`config.mk`:
```
export PLATFORM = sky130hd
export DESIGN_NAME = pim_chunk_engine
export DESIGN_NICKNAME = d
export VERILOG_FILES = /design/src/rtl/pim_chunk_engine_pkg.sv /design/src/rtl/pim_chunk_engine_mac.sv /design/src/rtl/pim_chunk_engine.sv
export SDC_FILE = /design/constraint.sdc
export NUM_CORES = 1
export LEC_CHECK = 0
export ABC_AREA = 1
export CAP_MARGIN = 20
export CELL_PAD_IN_SITES_DETAIL_PLACEMENT = 1
export CELL_PAD_IN_SITES_GLOBAL_PLACEMENT = 1
export CORE_MARGIN = 3
export CORE_UTILIZATION = 35
export DETAILED_ROUTE_END_ITERATION = 10
export PLACE_DENSITY = 0.79
export SLEW_MARGIN = 40
export SYNTH_ARGS = -nofsm -noshare
export SYNTH_HDL_FRONTEND = slang
export SYNTH_SLANG_ARGS = --single-unit
```
`constraint.sdc`:
```
create_clock -name clk -period 6.21 [get_ports clk]
set_clock_uncertainty 0.15 [all_clocks]
set_input_delay 0.621 -clock clk [delete_from_list [all_inputs] [get_ports clk]]
set_output_delay 0.621 -clock clk [all_outputs]
set_load 0.005 [all_outputs]
```
`src/rtl/pim_chunk_engine_pkg.sv`:
```
// Shared chunk geometry, engine state encoding and MAC cycle budget
// used by the chunk engines, the controller and the benches.
package types;

    localparam int CHUNK_SIZE     = 4;
    localparam int WIDTH          = 16;
    localparam int PIM_MAC_CYCLES = CHUNK_SIZE ** 3;

    typedef enum logic [1:0] {
        IDLE    = 2'd0,
        COMPUTE = 2'd1,
        DONE    = 2'd2
    } pim_eng_state_t;

endpackage

```
`src/rtl/pim_chunk_engine_mac.sv`:
```
// Single multiply-accumulate step: sum = acc + a*b, all modulo 2^W.
// Kept standalone so a pipelined version can replace it without FSM changes.
module pim_mac #(
    parameter int W = types::WIDTH
) (
    input  logic [W-1:0] a_i,
    input  logic [W-1:0] b_i,
    input  logic [W-1:0] acc_i,
    output logic [W-1:0] sum_o
);

    // Context width is W, so the product and the sum both wrap at 2^W.
    assign sum_o = acc_i + a_i * b_i;

endmodule

```
`src/rtl/pim_chunk_engine.sv`:
```
// Chunk-local C = A x B engine: latches two NxN operand chunks on a valid
// pulse, then walks i/j/k issuing one multiply-accumulate per clock.
module pim_chunk_engine
    import types::*;
#(
    parameter int ID = 0,
    parameter int N  = types::CHUNK_SIZE,
    parameter int W  = types::WIDTH
) (
    input  logic               clk,
    input  logic               rst,
    input  logic               valid,
    input  logic [N*N*W-1:0]   matrixA,
    input  logic [N*N*W-1:0]   matrixB,
    output logic [N*N*W-1:0]   result,
    output logic               result_valid,
    output logic               busy,
    output logic [1:0]         dbg_state_o
);

    localparam int IW = (N > 1) ? $clog2(N) : 1;
    localparam logic [IW-1:0] LAST = IW'(N - 1);

    // Handshake: valid is a one-cycle request sampled only in IDLE or DONE;
    // operands are taken on that same edge. result_valid is a level that
    // stays high in DONE until the next accepted request.

    pim_eng_state_t     state_q, state_d;
    logic [N*N*W-1:0]   a_q, a_d;
    logic [N*N*W-1:0]   b_q, b_d;
    logic [N*N*W-1:0]   res_q, res_d;
    logic [IW-1:0]      i_q, i_d;
    logic [IW-1:0]      j_q, j_d;
    logic [IW-1:0]      k_q, k_d;
    logic [W-1:0]       acc_q, acc_d;

    logic [W-1:0]       a_sel;
    logic [W-1:0]       b_sel;
    logic [W-1:0]       mac_sum;

    always_comb begin
        a_sel = a_q[(int'(i_q) * N + int'(k_q)) * W +: W];
        b_sel = b_q[(int'(k_q) * N + int'(j_q)) * W +: W];
    end

    pim_mac #(
        .W (W)
    ) u_mac (
        .a_i   (a_sel),
        .b_i   (b_sel),
        .acc_i (acc_q),
        .sum_o (mac_sum)
    );

    always_comb begin
        state_d = state_q;
        a_d     = a_q;
        b_d     = b_q;
        res_d   = res_q;
        i_d     = i_q;
        j_d     = j_q;
        k_d     = k_q;
        acc_d   = acc_q;

        case (state_q)
            IDLE, DONE: begin
                if (valid) begin
                    a_d     = matrixA;
                    b_d     = matrixB;
                    res_d   = '0;
                    i_d     = '0;
                    j_d     = '0;
                    k_d     = '0;
                    acc_d   = '0;
                    state_d = COMPUTE;
                end
            end
            COMPUTE: begin
                if (k_q != LAST) begin
                    acc_d = mac_sum;
                    k_d   = k_q + 1'b1;
                end else begin
                    // Last k of this dot product: commit C[i][j] and move on.
                    res_d[(int'(i_q) * N + int'(j_q)) * W +: W] = mac_sum;
                    acc_d = '0;
                    k_d   = '0;
                    if (j_q == LAST) begin
                        j_d = '0;
                        if (i_q == LAST) begin
                            i_d     = '0;
                            state_d = DONE;
                        end else begin
                            i_d = i_q + 1'b1;
                        end
                    end else begin
                        j_d = j_q + 1'b1;
                    end
                end
            end
            default: state_d = IDLE;
        endcase
    end

    always_ff @(posedge clk or negedge rst) begin
        if (!rst) begin
            state_q <= IDLE;
            a_q     <= '0;
            b_q     <= '0;
            res_q   <= '0;
            i_q     <= '0;
            j_q     <= '0;
            k_q     <= '0;
            acc_q   <= '0;
        end else begin
            state_q <= state_d;
            a_q     <= a_d;
            b_q     <= b_d;
            res_q   <= res_d;
            i_q     <= i_d;
            j_q     <= j_d;
            k_q     <= k_d;
            acc_q   <= acc_d;
        end
    end

    // Outputs decode registered state only, so nothing combinational reaches them.
    assign result       = res_q;
    assign result_valid = (state_q == DONE);
    assign busy         = (state_q == COMPUTE);
    assign dbg_state_o  = state_q;

    a_busy_done_exclusive: assert property (
        @(posedge clk) disable iff (!rst) !(busy && result_valid)
    ) else $error("pim_chunk_engine[%0d]: busy and result_valid high together", ID);

endmodule

```
==> results of run 1 <==
==> per-stage QoR <==
stage / area (sq um) / TNS, ns / std cells / hold WS (ns)
floorplan: 39500 / 0 / 4939 / 0.175
global placement: 50800 / -56.46 / 7235 / 0.307
detailed placement: 50900 / -74.45 / 7238 / 0.312
CTS: 55400 / -35.41 / 7447 / 0.288
global route: 56200 / -76.51 / 7474 / 0.312
finish: 56200 / -43.07 / 7480 / 0.322
==> kinds of logic after synthesis <==
| family | Yosys count | synth area share [%] |
|---|---|---|
| fa+ha+maj | 155 | 6.70 |
| simple gates | 2303 | 23.0 |
| xor+xnor | 8 | 0.177 |
| buf+inv | 858 | 8.70 |
| flops | 792 | 50.2 |
| compound gates | 823 | 11.2 |
==> Yosys cell counts <==
master        n  area [sq um]
a21oi_1      64           320
a22o_1        1          8.76
a22oi_1       1          7.51
a31oi_1       1          6.26
buf_1        12          45.0
buf_2        83           415
buf_4        15           113
buf_6         7          78.8
clkbuf_1    155           582
clkbuf_2      1          5.00
clkinv_1      3          11.3
dfrtp_1     792         19800
fa_1         94          1880
ha_1         61           763
inv_1       575          2160
inv_2         6          22.5
inv_4         1          6.26
nand2_1    1855          6960
nand2_2       6          37.5
nand2_4       1          11.3
nand3_1     269          1350
nand3_2       2          20.0
nand3b_1      3          22.5
nand4_1       5          31.3
nor2_1      142           533
nor2_2        2          12.5
nor2_4        1          11.3
nor3_1        9          45.0
nor3_2        3          30.0
o2111ai_1     1          8.76
o211ai_1     70           526
o21ai_0     628          3140
o21ai_1       9          45.0
o221ai_1      8          70.1
o22ai_1      15          93.8
o31ai_1      17           128
o41ai_1       8          70.1
or2_2         5          31.3
xnor2_1       4          35.0
xor2_1        4          35.0
==> state kept, by name (all words and copies together), names as in the netlist <==
register and flops:
result 256, a_q 256, i_q 2, dbg_state_o 2
j_q 2, acc_q 16, k_q 2, b_q 256
==> final cells by class <==
type | instances | area share (%)
Clock buffer | 133 | 4.80
Inverter | 585 | 4.00
Sequential cell | 792 | 35.3
Timing Repair Buffer | 1141 | 20.7
Multi-Input combinational cell | 3294 | 31.1
Antenna cell | 15 | 0.0667
Clock inverter | 32 | 0.743
Tap cell | 1488 | 3.31
==> cell usage in the layout, fill, tap and decap left out, types with 18 or more instances in the layout <==
cell,n
a21oi_1,48
nor2_1,130
nand2_2,36
inv_1,551
o21ai_1,67
fa_1,85
nand2_1,1801
o21ai_0,537
clkbuf_8,22
buf_4,271
inv_2,24
clkdlybuf4s50_1,773
clkbuf_16,98
o21ai_2,29
dfrtp_1,788
ha_1,49
clkbuf_1,18
buf_12,54
buf_6,19
o211ai_1,70
nand3_1,224
nand3_2,40
nand2_4,24
==> how the worst max path moves through the flow <==
stage,from,to,slack [ns]
2_1_floorplan,k_q[0]$_DFFE_PN0P_,result[109]$_DFFE_PN0P_,0.0002
6_report,k_q[0]$_DFFE_PN0P_,result[159]$_DFFE_PN0P_,-0.58
5_1_grt,j_q[0]$_DFFE_PN0P_,result[159]$_DFFE_PN0P_,-0.86
4_1_cts,j_q[0]$_DFFE_PN0P_,result[111]$_DFFE_PN0P_,-0.52
3_5_place_dp,k_q[0]$_DFFE_PN0P_,result[63]$_DFFE_PN0P_,-0.95
3_3_place_gp,k_q[0]$_DFFE_PN0P_,result[191]$_DFFE_PN0P_,-0.75
==> worst max-delay path: cells and delay by family, from the launching register on <==
family | cells | cell delay [ns]
simple gates | 12 | 1.29
compound gates | 3 | 0.73
buf+inv | 9 | 0.91
fa+ha+maj | 7 | 3.11
flops | 1 | 0.50
==> what timing repair did <==
| action | 4_1_cts | 5_1_grt |
|---|---|---|
| gates resized for setup | 256 | 161 |
| buffers inserted | 31 | 12 |
| hold buffers | 1 | 0 |
| hold endpoints to repair | 74 | 0 |
| pin swaps | 40 | 64 |
| cloned | 12 | 5 |
| setup endpoints to repair | 141 | 167 |
==> metal layers <==
layer  track usage (%)  wire length [um]  vias up
li1                  -                 -    17400
met1              36.6             71000    19700
met2              48.4             84100     1386
met3              5.20             10400      530
met4              20.2             14500        8
met5                 0                51        -
==> reports/results.txt, run 1 <==
Status -> finished, violations left
Failing checks -> setup timing
Library cells used by synthesis -> 40
Filler instances -> 13,000
Syn Nets -> 5,609
Share of layout cells above drive strength 1 -> 13.0%
Max Fanout on Critical Path -> 9
Hold Path Origin -> matrixA[247]
GRT Total Usage -> 29.9%
Worst path most repeated cell -> fa_1
Via density -> 5.22
Ports -> 775
Actual slew at the worst max-slew pin -> 0.797 ns
Pin count of the biggest net entering global routing -> 169
Multi-input gate area -> 17,500 sq um
Critical path class -> flip-flop to flip-flop
Nets -> 6,576
Max_slew headroom -> 46.9%
Internal reg-to-reg setup slack -> -0.58 ns
Worst R2R Start -> k_q[0]$_DFFE_PN0P_
Clock Root Buffer -> clkbuf_16
Register area -> 19,800 sq um
Total of warnings raised by yosys -> 0
Global-route wire length before repair -> 263,000 um
Hpwl dp -> 131,000 um
Syn Inst Count -> 4,939
I/O Buffers -> 774
Sequential area share after synthesis -> 50.2%
Max Fclk -> 147 MHz
CP peak stage delay -> 0.58 ns
Final worst setup slack -> -0.583 ns
Hold path depth -> 3
Initial core utilization -> 35.5%
Die W -> 342 um
CTS tree -> yes
TritonCTS buffer count -> 92
Max Buffers Root-to-Sink -> 3
Worst-path cell with the longest stage delay -> fa_1
Site row count -> 122
RSZ-0062 raised after global routing -> yes
# DRC -> 0
Iteration-0 DRC Markers -> 2,706
Pre-CTS setup slack -> -0.952 ns
Critical Path RT -> 6.64 ns
Clock Latency Late Sink -> 0.69 ns
Initial antenna violation count -> 19
Post-DRT Antenna Nets -> 0
Syn avg cell area -> 8.00 sq um
CP endpoint kind -> flip-flop
H-tree levels -> 3
Period utilisation layout -> 109%
Final core utilization -> 50.5%
Via count -> 39,000
Synth Register Bits -> 792
Worst Hold Class -> input port to flip-flop
Core area -> 111,000 sq um
Gpl congestion -> 0.907
Vias in the first global route -> 41,700
Synth Cell Area -> 39,500 sq um
Critical R2R Capture -> result[159]$_DFFE_PN0P_
Grt ovf -> 0
Minimum clock period -> 6.79 ns
Max cap viols -> 0
Die Ht -> 342 um
Area grow syn2layout -> 42.4%
CTS sink count -> 792
WL final -> 180,000 um
WP data arrival -> 7.22 ns
Die Area -> 117,000 sq um
Final setup fails -> 104
Startpoint Class -> flip-flop
Drt first pass iters -> 5
Min-Delay Endpoint -> a_q[247]$_DFFE_PN0P_
Fin. max-slew vios -> 0
Final Hold Violating Endpoints -> 0
CTS clk-pin slew, worst paths -> 0.07 ns
Worst-case reg-to-reg path depth -> 31
DR WL/cell -> 24.1 um
Power of run 1 is left out: the tool's default activity adds up to more than one toggle a clock period on the data nets, which glitch-free logic cannot reach.
==> inputs of run 2 (changes only) <==
--- a/config.mk
+++ b/config.mk
@@ -7,12 +7,10 @@
 export LEC_CHECK = 0
 export ABC_AREA = 1
 export CAP_MARGIN = 20
-export CELL_PAD_IN_SITES_DETAIL_PLACEMENT = 1
-export CELL_PAD_IN_SITES_GLOBAL_PLACEMENT = 1
-export CORE_MARGIN = 3
-export CORE_UTILIZATION = 35
+export CORE_AREA = 3 3 300 302
 export DETAILED_ROUTE_END_ITERATION = 10
-export PLACE_DENSITY = 0.79
+export DIE_AREA = 0 0 303 305
+export PLACE_DENSITY = 0.76
 export SLEW_MARGIN = 40
 export SYNTH_ARGS = -nofsm -noshare
 export SYNTH_HDL_FRONTEND = slang
==> run 2 against run 1 <==
The run still ends with setup timing left; global-route usage up 2.8 points; largest cell class unchanged; non-clock buffer count shrank 61; routed wire length down 15%; first-iteration DRC count up 38%; flip-flop and latch count stayed put; clock-buffer cell count shrank 20; critical endpoint is now result[127]$_DFFE_PN0P_.
==> reports/results.txt, run 2 (synthesis gave the netlist of run 1 again) <==
Final worst setup slack -> -0.500 ns (was -0.583 ns)
Via density -> 5.42 (was 5.22)
Actual slew at the worst max-slew pin -> 0.830 ns (was 0.797 ns)
Worst setup startpoint -> k_q[0]$_DFFE_PN0P_ (unchanged)
Status -> finished, violations left (unchanged)
DR WL/cell -> 21.7 um (was 24.1 um)
Nets -> 6,507 (was 6,576)
Max cap viols -> 0 (unchanged)
Via count -> 38,400 (was 39,000)
Commonest non-fill, non-tap cells in the layout -> 1,803 x nand2_1, 788 x dfrtp_1, 773 x clkdlybuf4s50_1 (was 1,801 x nand2_1, 788 x dfrtp_1, 773 x clkdlybuf4s50_1)
Clock Root Buffer -> clkbuf_16 (unchanged)
Total negative setup slack -> -35.10 ns (was -43.07 ns)
DP Area -> 50,300 sq um (was 50,900 sq um)
WP data arrival -> 7.13 ns (was 7.22 ns)
CTS tree -> yes (unchanged)
Initial core utilization -> 44.9% (was 35.5%)
WL final -> 154,000 um (was 180,000 um)
Crit-path leading delay family -> adder cells (unchanged)
GRT Total Usage -> 32.7% (was 29.9%)
Die Area -> 92,400 sq um (was 117,000 sq um)
Core area -> 88,000 sq um (was 111,000 sq um)
Max Fclk -> 149 MHz (was 147 MHz)
Vias in the first global route -> 37,700 (was 41,700)
Post-DRT Antenna Nets -> 0 (unchanged)
Area grow syn2layout -> 40.2% (was 42.4%)
Global-route wire length before repair -> 230,000 um (was 263,000 um)
Clock Latency Late Sink -> 0.65 ns (was 0.69 ns)
Initial antenna violation count -> 18 (was 19)
CP bufs+invs -> 8 (was 9)
Site row count -> 109 (was 122)
Hpwl dp -> 112,000 um (was 131,000 um)
RSZ-0062 raised after global routing -> yes (unchanged)
CTS clk-pin slew, worst paths -> 0.06 ns (was 0.07 ns)
Pre-CTS setup slack -> -0.778 ns (was -0.952 ns)
Iteration-0 DRC Markers -> 3,726 (was 2,706)
Grt ovf -> 0 (unchanged)
Design area -> 55,400 sq um (was 56,200 sq um)
Fin. max-slew vios -> 0 (unchanged)
I/O Buffers -> 774 (unchanged)
Pin count of the biggest net entering global routing -> 235 (was 169)
Final setup fails -> 107 (was 104)
Max Buffers Root-to-Sink -> 3 (unchanged)
Critical path class -> flip-flop to flip-flop (unchanged)
CTS sink count -> 792 (unchanged)
Worst Hold Class -> input port to asynchronous set/reset pin (was input port to flip-flop)
Final Hold Violating Endpoints -> 0 (unchanged)
Die Ht -> 305 um (was 342 um)
Worst path most repeated cell -> fa_1 (unchanged)
Ports -> 775 (unchanged)
Share of layout cells above drive strength 1 -> 12.0% (was 13.0%)
Gpl congestion -> 0.950 (was 0.907)
H-tree levels -> 3 (unchanged)
Drt first pass iters -> 6 (was 5)
Max Fanout on Critical Path -> 22 (was 9)
Worst-path cell with the longest stage delay -> fa_2 (was fa_1)
CP endpoint kind -> flip-flop (unchanged)
Max_slew headroom -> 44.3% (was 46.9%)
Commonest non-fill, non-tap cell in the layout -> nand2_1 (unchanged)
Final core utilization -> 63.0% (was 50.5%)
# DRC -> 0 (unchanged)
Worst R2R Start -> k_q[0]$_DFFE_PN0P_ (unchanged)
Minimum clock period -> 6.71 ns (was 6.79 ns)
TritonCTS buffer count -> 84 (was 92)
CP peak stage delay -> 0.58 ns (about the same)
Die W -> 303 um (was 342 um)
Failing checks -> setup timing (unchanged)
Critical Path RT -> 6.63 ns (was 6.64 ns)
Startpoint Class -> flip-flop (unchanged)
Period utilisation layout -> 108% (was 109%)
run 2: cell types whose count changed in the layout (fill, tap and decap cells not counted), moves of 9 or more:
cell       delta
buf_4        -68
o21ai_1      +20
inv_2         +9
o21ai_0      -22
nand2_2      -10
clkbuf_16    -12
buf_12       +10
run 2: repair_timing:
item	in CTS	in global routing
hold endpoints to repair	58	0
pin swaps	71	73
gates resized for setup	251	183
setup buffers	36	3
setup endpoints to repair	103	156
cloned	14	2
hold buffers	1	0
run 2: stage by stage:
step	instances	hold slack [ns]
CTS	7062	0.151
global route	7076	0.179
finish	7079	0.189
detailed placement	6861	0.247
floorplan	4939	0.175
global placement	6855	0.307
run 2: final cells by class:
class                   instances  area, sq um
multi-input cells            3293        17500
flip-flops and latches        792        19800
repair inverters                1         6.26
inverters                     585         2230
clock buffers                 113         2410
well taps                    1165         1460
repair buffers               1080        11300
fillers                      7232        32600
clock inverters                37          587
diodes                         13         32.5
run 2: final timing paths:
path	endpoint	slack (ns)	cells past startpoint
setup / recovery	result[127]$_DFFE_PN0P_	-0.50	31
hold / removal	b_q[150]$_DFFE_PN0P_	0.19	2
setup reg to reg	result[127]$_DFFE_PN0P_	-0.50	31
hold reg to reg	a_q[70]$_DFFE_PN0P_	0.33	2
max in group asynchronous	result[195]$_DFFE_PN0P_	4.11	6
min in group clk	a_q[70]$_DFFE_PN0P_	0.33	2
run 2: per-layer routing:
layer	track usage, %	share of wire (%)	vias up
met4	20.6	7.1	6
met1	43.4	39	18500
met2	50.0	46	2054
met3	5.49	8.6	494
li1	-	-	17300
met5	0	0.018	-
Power of run 2 is left out for the same reason.
